<file path="src/rtl/pe_sequencer_pkg.sv">
// Shared types and widths for the PE sequencer and its result FIFO.
package pe_sequencer_pkg;

  localparam int unsigned STEP_W   = 3;
  localparam int unsigned BOUND_W  = 3;
  localparam int unsigned PE_OUT_W = 8;

  typedef enum logic [1:0] {
    IDLE  = 2'd0,
    RUN   = 2'd1,
    DRAIN = 2'd2,
    DONE  = 2'd3
  } state_e;

endpackage

</file>
<file path="src/rtl/pe_res_fifo.sv">
// Result FIFO: power-of-two depth, simultaneous push/pop allowed even when full.
module pe_res_fifo #(
  parameter int unsigned DEPTH = 4,
  parameter int unsigned WIDTH = 9
) (
  input  logic                     clk,
  input  logic                     rst_n,
  input  logic                     push_i,
  input  logic [WIDTH-1:0]         data_i,
  input  logic                     pop_i,
  output logic [WIDTH-1:0]         data_o,
  output logic                     empty_o,
  output logic                     full_o,
  output logic [$clog2(DEPTH):0]   count_o
);

  localparam int unsigned AW = $clog2(DEPTH);
  localparam int unsigned CW = AW + 1;

  logic [WIDTH-1:0] mem_q [DEPTH];
  logic [AW-1:0]    wr_ptr_q, wr_ptr_d;
  logic [AW-1:0]    rd_ptr_q, rd_ptr_d;
  logic [CW-1:0]    count_q, count_d;
  logic             do_push, do_pop;

  assign empty_o = (count_q == '0);
  assign full_o  = (count_q == CW'(DEPTH));
  assign count_o = count_q;
  assign data_o  = mem_q[rd_ptr_q];

  // A full FIFO still accepts a push when the head is leaving in the same cycle.
  assign do_pop  = pop_i && !empty_o;
  assign do_push = push_i && (!full_o || do_pop);

  always_comb begin
    wr_ptr_d = wr_ptr_q;
    rd_ptr_d = rd_ptr_q;
    count_d  = count_q;
    if (do_push) wr_ptr_d = wr_ptr_q + 1'b1;
    if (do_pop)  rd_ptr_d = rd_ptr_q + 1'b1;
    case ({do_push, do_pop})
      2'b10:   count_d = count_q + 1'b1;
      2'b01:   count_d = count_q - 1'b1;
      default: count_d = count_q;
    endcase
  end

  always_ff @(posedge clk or negedge rst_n) begin
    if (!rst_n) begin
      wr_ptr_q <= '0;
      rd_ptr_q <= '0;
      count_q  <= '0;
    end else begin
      wr_ptr_q <= wr_ptr_d;
      rd_ptr_q <= rd_ptr_d;
      count_q  <= count_d;
    end
  end

  always_ff @(posedge clk) begin
    if (do_push) mem_q[wr_ptr_q] <= data_i;
  end

endmodule

</file>
<file path="src/rtl/pe_sequencer.sv">
// Job sequencer: issues credit-limited PE bursts per pixel and buffers PE results.
module pe_sequencer
  import pe_sequencer_pkg::*;
#(
  parameter int unsigned RES_DEPTH = 4,
  parameter int unsigned CNT_W     = 16
) (
  input  logic                clk,
  input  logic                reset,
  input  logic                cfg_valid,
  output logic                cfg_ready,
  input  logic [STEP_W-1:0]   cfg_step,
  input  logic [BOUND_W-1:0]  cfg_bound,
  input  logic [CNT_W-1:0]    cfg_npix,
  input  logic                fetch_ready,
  output logic                fetch_valid,
  output logic                pe_en,
  output logic [STEP_W-1:0]   pe_step,
  output logic [BOUND_W-1:0]  pe_bound,
  input  logic                pe_out_en,
  input  logic [PE_OUT_W-1:0] pe_out,
  output logic                res_valid,
  input  logic                res_ready,
  output logic [PE_OUT_W-1:0] res_data,
  output logic                res_last,
  output logic                busy,
  output logic                done
);

  localparam int unsigned CW = $clog2(RES_DEPTH) + 1;
  localparam int unsigned OW = CW + 1;

  state_e               state_q, state_d;
  logic [STEP_W-1:0]    step_q, step_d;
  logic [BOUND_W-1:0]   bound_q, bound_d;
  logic [CNT_W-1:0]     npix_q, npix_d;
  logic [CNT_W-1:0]     issued_q, issued_d;
  logic [CNT_W-1:0]     results_q, results_d;
  logic [STEP_W-1:0]    beat_q, beat_d;
  logic [CW-1:0]        inflight_q, inflight_d;
  logic                 err_q, err_d;

  logic                 start, accept_res, credit_ok;
  logic [OW-1:0]        occ;
  logic                 fifo_push, fifo_pop, fifo_empty, fifo_full;
  logic [CW-1:0]        fifo_count;
  logic [PE_OUT_W:0]    fifo_head, fifo_in;

  assign accept_res = pe_out_en && (state_q != IDLE);
  assign fifo_pop   = !fifo_empty && res_ready;
  assign occ        = OW'(fifo_count) + OW'(inflight_q);
  assign credit_ok  = occ < OW'(RES_DEPTH);
  assign fifo_in    = {(results_q + 1'b1 == npix_q), pe_out};

  always_comb begin
    state_d    = state_q;
    step_d     = step_q;
    bound_d    = bound_q;
    npix_d     = npix_q;
    issued_d   = issued_q;
    results_d  = results_q;
    beat_d     = beat_q;
    inflight_d = inflight_q;
    err_d      = err_q;
    start      = 1'b0;
    done       = 1'b0;
    fifo_push  = 1'b0;

    case (state_q)
      IDLE: begin
        if (cfg_valid) begin
          step_d    = cfg_step;
          bound_d   = cfg_bound;
          npix_d    = cfg_npix;
          issued_d  = '0;
          results_d = '0;
          state_d   = (cfg_npix == '0) ? DONE : RUN;
        end
      end
      RUN: begin
        // beat_q counts beats still owed after this cycle, so a new burst can
        // start in the cycle right after the previous burst's last beat.
        start = fetch_ready && credit_ok && (beat_q == '0) && (issued_q != npix_q);
        if ((issued_q == npix_q) && (beat_q == '0)) state_d = DRAIN;
      end
      DRAIN: begin
        if ((inflight_q == '0) && fifo_empty) state_d = DONE;
      end
      DONE: begin
        done    = 1'b1;
        state_d = IDLE;
      end
      default: state_d = IDLE;
    endcase

    if (start) begin
      beat_d   = step_q;
      issued_d = issued_q + 1'b1;
    end else if (beat_q != '0) begin
      beat_d = beat_q - 1'b1;
    end

    case ({start, accept_res && (inflight_q != '0)})
      2'b10:   inflight_d = inflight_q + 1'b1;
      2'b01:   inflight_d = inflight_q - 1'b1;
      default: inflight_d = inflight_q;
    endcase

    if (accept_res) begin
      results_d = results_q + 1'b1;
      if (fifo_full && !fifo_pop) err_d = 1'b1;
      else                        fifo_push = 1'b1;
    end
  end

  always_ff @(posedge clk or negedge reset) begin
    if (!reset) begin
      state_q    <= IDLE;
      step_q     <= '0;
      bound_q    <= '0;
      npix_q     <= '0;
      issued_q   <= '0;
      results_q  <= '0;
      beat_q     <= '0;
      inflight_q <= '0;
      err_q      <= 1'b0;
    end else begin
      state_q    <= state_d;
      step_q     <= step_d;
      bound_q    <= bound_d;
      npix_q     <= npix_d;
      issued_q   <= issued_d;
      results_q  <= results_d;
      beat_q     <= beat_d;
      inflight_q <= inflight_d;
      err_q      <= err_d;
    end
  end

  pe_res_fifo #(
    .DEPTH (RES_DEPTH),
    .WIDTH (PE_OUT_W + 1)
  ) u_fifo (
    .clk     (clk),
    .rst_n   (reset),
    .push_i  (fifo_push),
    .data_i  (fifo_in),
    .pop_i   (fifo_pop),
    .data_o  (fifo_head),
    .empty_o (fifo_empty),
    .full_o  (fifo_full),
    .count_o (fifo_count)
  );

  assign pe_en       = start || (beat_q != '0);
  assign fetch_valid = pe_en;
  assign pe_step     = step_q;
  assign pe_bound    = bound_q;
  assign cfg_ready   = (state_q == IDLE);
  assign busy        = (state_q != IDLE);
  assign res_valid   = !fifo_empty;
  assign res_data    = fifo_head[PE_OUT_W-1:0];
  assign res_last    = fifo_head[PE_OUT_W] && !fifo_empty;

endmodule

</file>
<file path="config.mk">
export PLATFORM = sky130hd
export DESIGN_NAME = pe_sequencer
export DESIGN_NICKNAME = d
export VERILOG_FILES = /design/src/rtl/pe_sequencer_pkg.sv /design/src/rtl/pe_res_fifo.sv /design/src/rtl/pe_sequencer.sv
export SDC_FILE = /design/constraint.sdc
export NUM_CORES = 1
export LEC_CHECK = 0
export BUFFER_PORTS_ARGS = -buffer_cell sky130_fd_sc_hd__buf_2
export CELL_PAD_IN_SITES_DETAIL_PLACEMENT = 1
export CELL_PAD_IN_SITES_GLOBAL_PLACEMENT = 1
export CORE_MARGIN = 4
export CORE_UTILIZATION = 40
export DETAILED_ROUTE_END_ITERATION = 16
export PLACE_DENSITY = 0.77
export SLEW_MARGIN = 15
export SYNTH_ARGS = -nofsm -noshare
export SYNTH_HDL_FRONTEND = slang
export SYNTH_SLANG_ARGS = --single-unit
</file>
<file path="constraint.sdc">
create_clock -name clk -period 5.55 [get_ports clk]
set_input_delay 1.11 -clock clk [delete_from_list [all_inputs] [get_ports clk]]
set_output_delay 1.11 -clock clk [all_outputs]
set_load 0.03 [all_outputs]
</file>
After elaboration in Yosys (flattened, before gate mapping). Memories as Yosys holds them, arrays and structs flattened. Cells that the tools add are included.

Flip-flop bits (word level): 69. RAM bits: 36. Input port bits: 36. Output and inout bits: 21. Logic and storage cells: 92. Memories kept: 1.

Memory list: u_fifo.mem_q (depth 4, width 9, read ports 1, clocked after Yosys merged registers in 0, write ports 1, RTL line pe_res_fifo.sv:20) `logic [WIDTH-1:0] mem_q [DEPTH];`.

Add/subtract/negate cells: 10. $lt $le $gt $ge: 1. Equal/unequal tests: 14. Multiplexer cells: 19. Reduce and logical (&&, ||, !) cells: 36.

Operators by type and width (number): $mux W16 (4); $add A16 B1 Y16 const B (2); $eq A16 B16 Y1 (2); $logic_not A16 Y1 (1); $ne A16 B16 Y1 (1); $reduce_bool A2 Y1 (8); $logic_and A1 B1 Y1 (12); $pmux W3 S2 (2); $logic_not A3 Y1 (3); $sub A3 B1 Y3 const B (3); $eq A2 B2 Y1 const B (4); $mux W2 (4); $pmux W2 S4 (1); $add A3 B1 Y3 const B (2); $eq A2 B1 Y1 const B (3); $mux W1 (6); $mux W3 (2); $ne A2 B2 Y1 const B (3); $reduce_and A2 Y1 (3); $reduce_bool A3 Y1 (2); $add A2 B1 Y2 const B (2); $add A3 B3 Y4 (1); $lt A4 B3 Y1 const B (1); $eq A3 B3 Y1 const B (1); other kinds (4) (7).

Logic depth before layout (Yosys ltp).
Depth in word-level cells: 10. Mapped depth: 13. Depth with buffers taken out: 12.

By module. A second synthesis with hierarchy kept.

Cell total of the unflattened synthesis: 490. Area total of the unflattened synthesis: 5616.6 um^2.

By module, submodules not included: pe_sequencer (instances 1, cells an instance 405, area an instance 3886.2 um^2, sequential area each 1551.5 um^2); pe_res_fifo (instances 1, cells an instance 85, area an instance 1730.4 um^2, sequential area each 1256.2 um^2).

Least setup slack after synthesis. Ideal clock, no wire load.

Kind: input-to-output. From: input port fetch_ready. To: output port pe_en. Data arrival time: 2.384 ns. Required time: 4.440 ns. Slack: 2.056 ns. Cell stages on the path: 7. Buffers on the path: 2. Path through: nor4b_1 nand3_1 nor2_2 inv_1 buf_4 nand2_1 buf_4.

Cells in the longest elaborated chain, start to end: 5.

RTL lines: start: declaration (RTL line pe_sequencer.sv:15) `input logic fetch_ready,`; $logic_and A1 B1 Y1 (3 in a row) (RTL line pe_sequencer.sv:83) `start = fetch_ready && credit_ok && (beat_q == '0) && (issued_q != npix_q);`; $mux W1 (RTL line pe_sequencer.sv:69) `case (state_q)`; $logic_or A1 B1 Y1 (RTL line pe_sequencer.sv:155) `assign pe_en = start || (beat_q != '0);`; end: declaration (RTL line pe_sequencer.sv:17) `output logic pe_en,`.

No other way between the ends.

Worst setup path after layout.
From: input port fetch_ready. To: output port fetch_valid.

Cells in the longest elaborated chain, start to end: 5.

RTL lines: $logic_and A1 B1 Y1 (3 in a row) (RTL line pe_sequencer.sv:83); $mux W1 (RTL line pe_sequencer.sv:69); $logic_or A1 B1 Y1 (RTL line pe_sequencer.sv:155); end: declaration (RTL line pe_sequencer.sv:16) `output logic fetch_valid,`.

No other way between the ends.

==> results.ini <==
[sta]
maxSlewHeadroom=0.318
fin_skew_ns=0.00716
setup_tns_ns=0
period_needed_ns=3.83
hold_slack_ns=0.515
layout_setup_ws_ns=1.72
rsz0062_at_grt=false
slew_violations=0
min_period_over_period=0.690
setup_viol=0
hold_violations=0
worst_slew_pin_slew_ns=1.02
timing.fmax_ghz=0.261

[cells_and_area]
drive_gt1_frac=0.219
diodes=0
nFillCells=1478
nets=575
mostFrequentLayoutCells=69 x dfrtp_1, 56 x buf_2, 39 x xnor2_1
areaGrowthSynthToFinish_pct=12.7
final_common_cell=dfrtp_1
fin_cells=702

[synthesis]
yosys_register_bits=105
syn_nets=525
synth_edf_count=36
synth_area_leaders=dfrtp_1 31%, edfxtp_1 20%, xnor2_1 6.2%
seq_area_frac_synth=0.511
avgSynthCellArea_sq_um=11.7
synth_cells=471
synth_area_sq_mm=0.00550
synth_ff_type=dfrtp_1
ys_types=59
ys.warnings.count=0
synth_top_area_share=0.314
synth_async_sr_flop_share=0.657
yosysTopAreaCell=dfrtp_1

[die]
pin_count=57
die_w_um=125
fp-row-count=42
core_area_sq_mm=0.0133
start_util=0.412
die_h_um=125
fp.dieArea_sq_mm=0.0157

[critical_path]
crit_path_start_kind=primary input
arrival_ns=2.72
critical_path.max_fanout=26
worst-r2r-setup-slack_ns=2.40
required_ns=4.44
crit_type=in2out
end_kind=primary output

[global_routing]
grt_pass1_wl_um=22400
grt.overflow.total=0
track_usage=0.178
grt_pass1_vias=4293
grt_max_degree=70
antenna_found_initial=0

[power_and_ir_drop]
vdd_drop_max_v=0.000284
power_density_mw_per_mm2=500
leakagePower_nw=2.50
power_w=0.00310

[cts]
cts_buffers=9
ctsHoldBuffers=0
clkLatencyLatePin_ns=0.36
root_buffer=clkbuf_16
clock-sinks=105
htreeDepth=3
post_cts_buffers=0
cts_tree=built
cts_buffer_depth=2
clkTransAtPathRegs_ns=0.08
cts_resized=0

[placement]
post-dp-hpwl_um=9660
dp_cells=686
port_buffers=56
gp_congestion=0.767
pre_cts_ws_ns=1.74

[drt]
drt-initial-drc-count=147
vias=3868
post-route-drc-count=0
via_per_inst=5.51
drt_wl_total_um=13200
avgRoutedWirePerCell_um=18.8
postRouteAntennaNets=0
drtPass1Iterations=4

[run_status]
status=finished, final reports clean

[min_path]
min_path_type=reg2reg

[flow_run]
maxCapViolations=0

-- logic make-up after synthesis --
kind of cell / after synthesis / share of synthesized area
multiplexers: 37 / 0.0929
flip-flops: 105 / 0.511
buffers and inverters: 40 / 0.0348
AND/OR/NAND/NOR: 145 / 0.145
AO/OA/AOI/OAI: 76 / 0.0929
XOR/XNOR: 50 / 0.0797
adder cells (fa/ha/maj): 18 / 0.0437
-- routing by layer --
| layer | GRT usage | up-vias | share of wire |
|---|---|---|---|
| met5 | 0 | - | 0 |
| met4 | 0.0676 | 0 | 0.021 |
| met3 | 0.0328 | 19 | 0.030 |
| met2 | 0.320 | 67 | 0.53 |
| met1 | 0.212 | 1972 | 0.42 |
| li1 | - | 1810 | - |
-- path summary, 6_finish.rpt --
path	end	cells after the start	from
max	fetch_valid	8	fetch_ready
max in group asynchronous	u_fifo.count_o[1]	2	reset
max reg2reg	inflight_q[2]	12	issued_q[8]
min reg2reg	pe_bound[0]	1	pe_bound[0]
min in group asynchronous	npix_q[14]	2	reset
min	pe_bound[0]	1	pe_bound[0]
-- cells in the mapped netlist, types with 2 or more instances --
| library cell | count |
|---|---|
| dfrtp_1 | 69 |
| a211o_1 | 3 |
| inv_1 | 21 |
| a21boi_0 | 4 |
| and4_1 | 2 |
| nand4_1 | 8 |
| mux4_2 | 9 |
| o21ai_1 | 4 |
| xor2_1 | 11 |
| o22ai_1 | 2 |
| a221o_1 | 5 |
| o31ai_1 | 5 |
| fa_1 | 2 |
| ha_1 | 16 |
| nand3_1 | 20 |
| and2_1 | 9 |
| a21oi_1 | 9 |
| nor2_1 | 28 |
| and3_1 | 12 |
| or3_1 | 4 |
| a31oi_1 | 2 |
| nor4_1 | 7 |
| mux2_2 | 22 |
| buf_6 | 3 |
| edfxtp_1 | 36 |
| mux2i_1 | 6 |
| nand2_1 | 29 |
| nor3_1 | 9 |
| xnor2_1 | 39 |
| nand3_4 | 2 |
| o21a_1 | 3 |
| clkbuf_1 | 6 |
| buf_4 | 3 |
| nor4b_1 | 2 |
| nor2b_1 | 3 |
| a22o_1 | 3 |
| o21ai_0 | 27 |
| buf_2 | 5 |
-- flip-flops by register name, indices dropped and copies added (netlist names), 3 cells and up --
register / count
pe_bound: 3
issued_q: 16
beat_q: 3
inflight_q: 3
u_fifo.count_o: 3
pe_step: 3
u_fifo.mem_q: 36
npix_q: 16
results_q: 16
-- through the flow --
step | util | area (sq um)
6_report | 0.464 | 6200
5_1_grt | 0.464 | 6200
4_1_cts | 0.464 | 6200
3_5_place_dp | 0.442 | 5900
3_3_place_gp | 0.442 | 5900
2_1_floorplan | - | 5500
-- critical path: stages --
cell	delay [ns]
buf_2	0.08
nor4b_1	0.28
nand3_1	0.20
nor2_2	0.15
buf_4	0.27
inv_1	0.23
nand2_1	0.17
buf_2	0.21
-- layout make-up --
class / count / area, sq um / area share
Inverter: 21 / 78.8 / 0.0127
Timing Repair Buffer: 58 / 295 / 0.0477
Clock inverter: 7 / 70.1 / 0.0113
Multi-Input combinational cell: 326 / 2500 / 0.403
Sequential cell: 105 / 2810 / 0.453
Clock buffer: 9 / 225 / 0.0363
Tap cell: 176 / 220 / 0.0355
-- power breakdown --
group | leakage, nW | internal [W] | total, W | switching, W
clock network | 0.147 | 0.000319 | 0.000644 | 0.000325
registers | 1.21 | 0.00101 | 0.00125 | 0.000239
logic | 1.15 | 0.000525 | 0.00121 | 0.000680
Power figures use the tool's default switching activity.
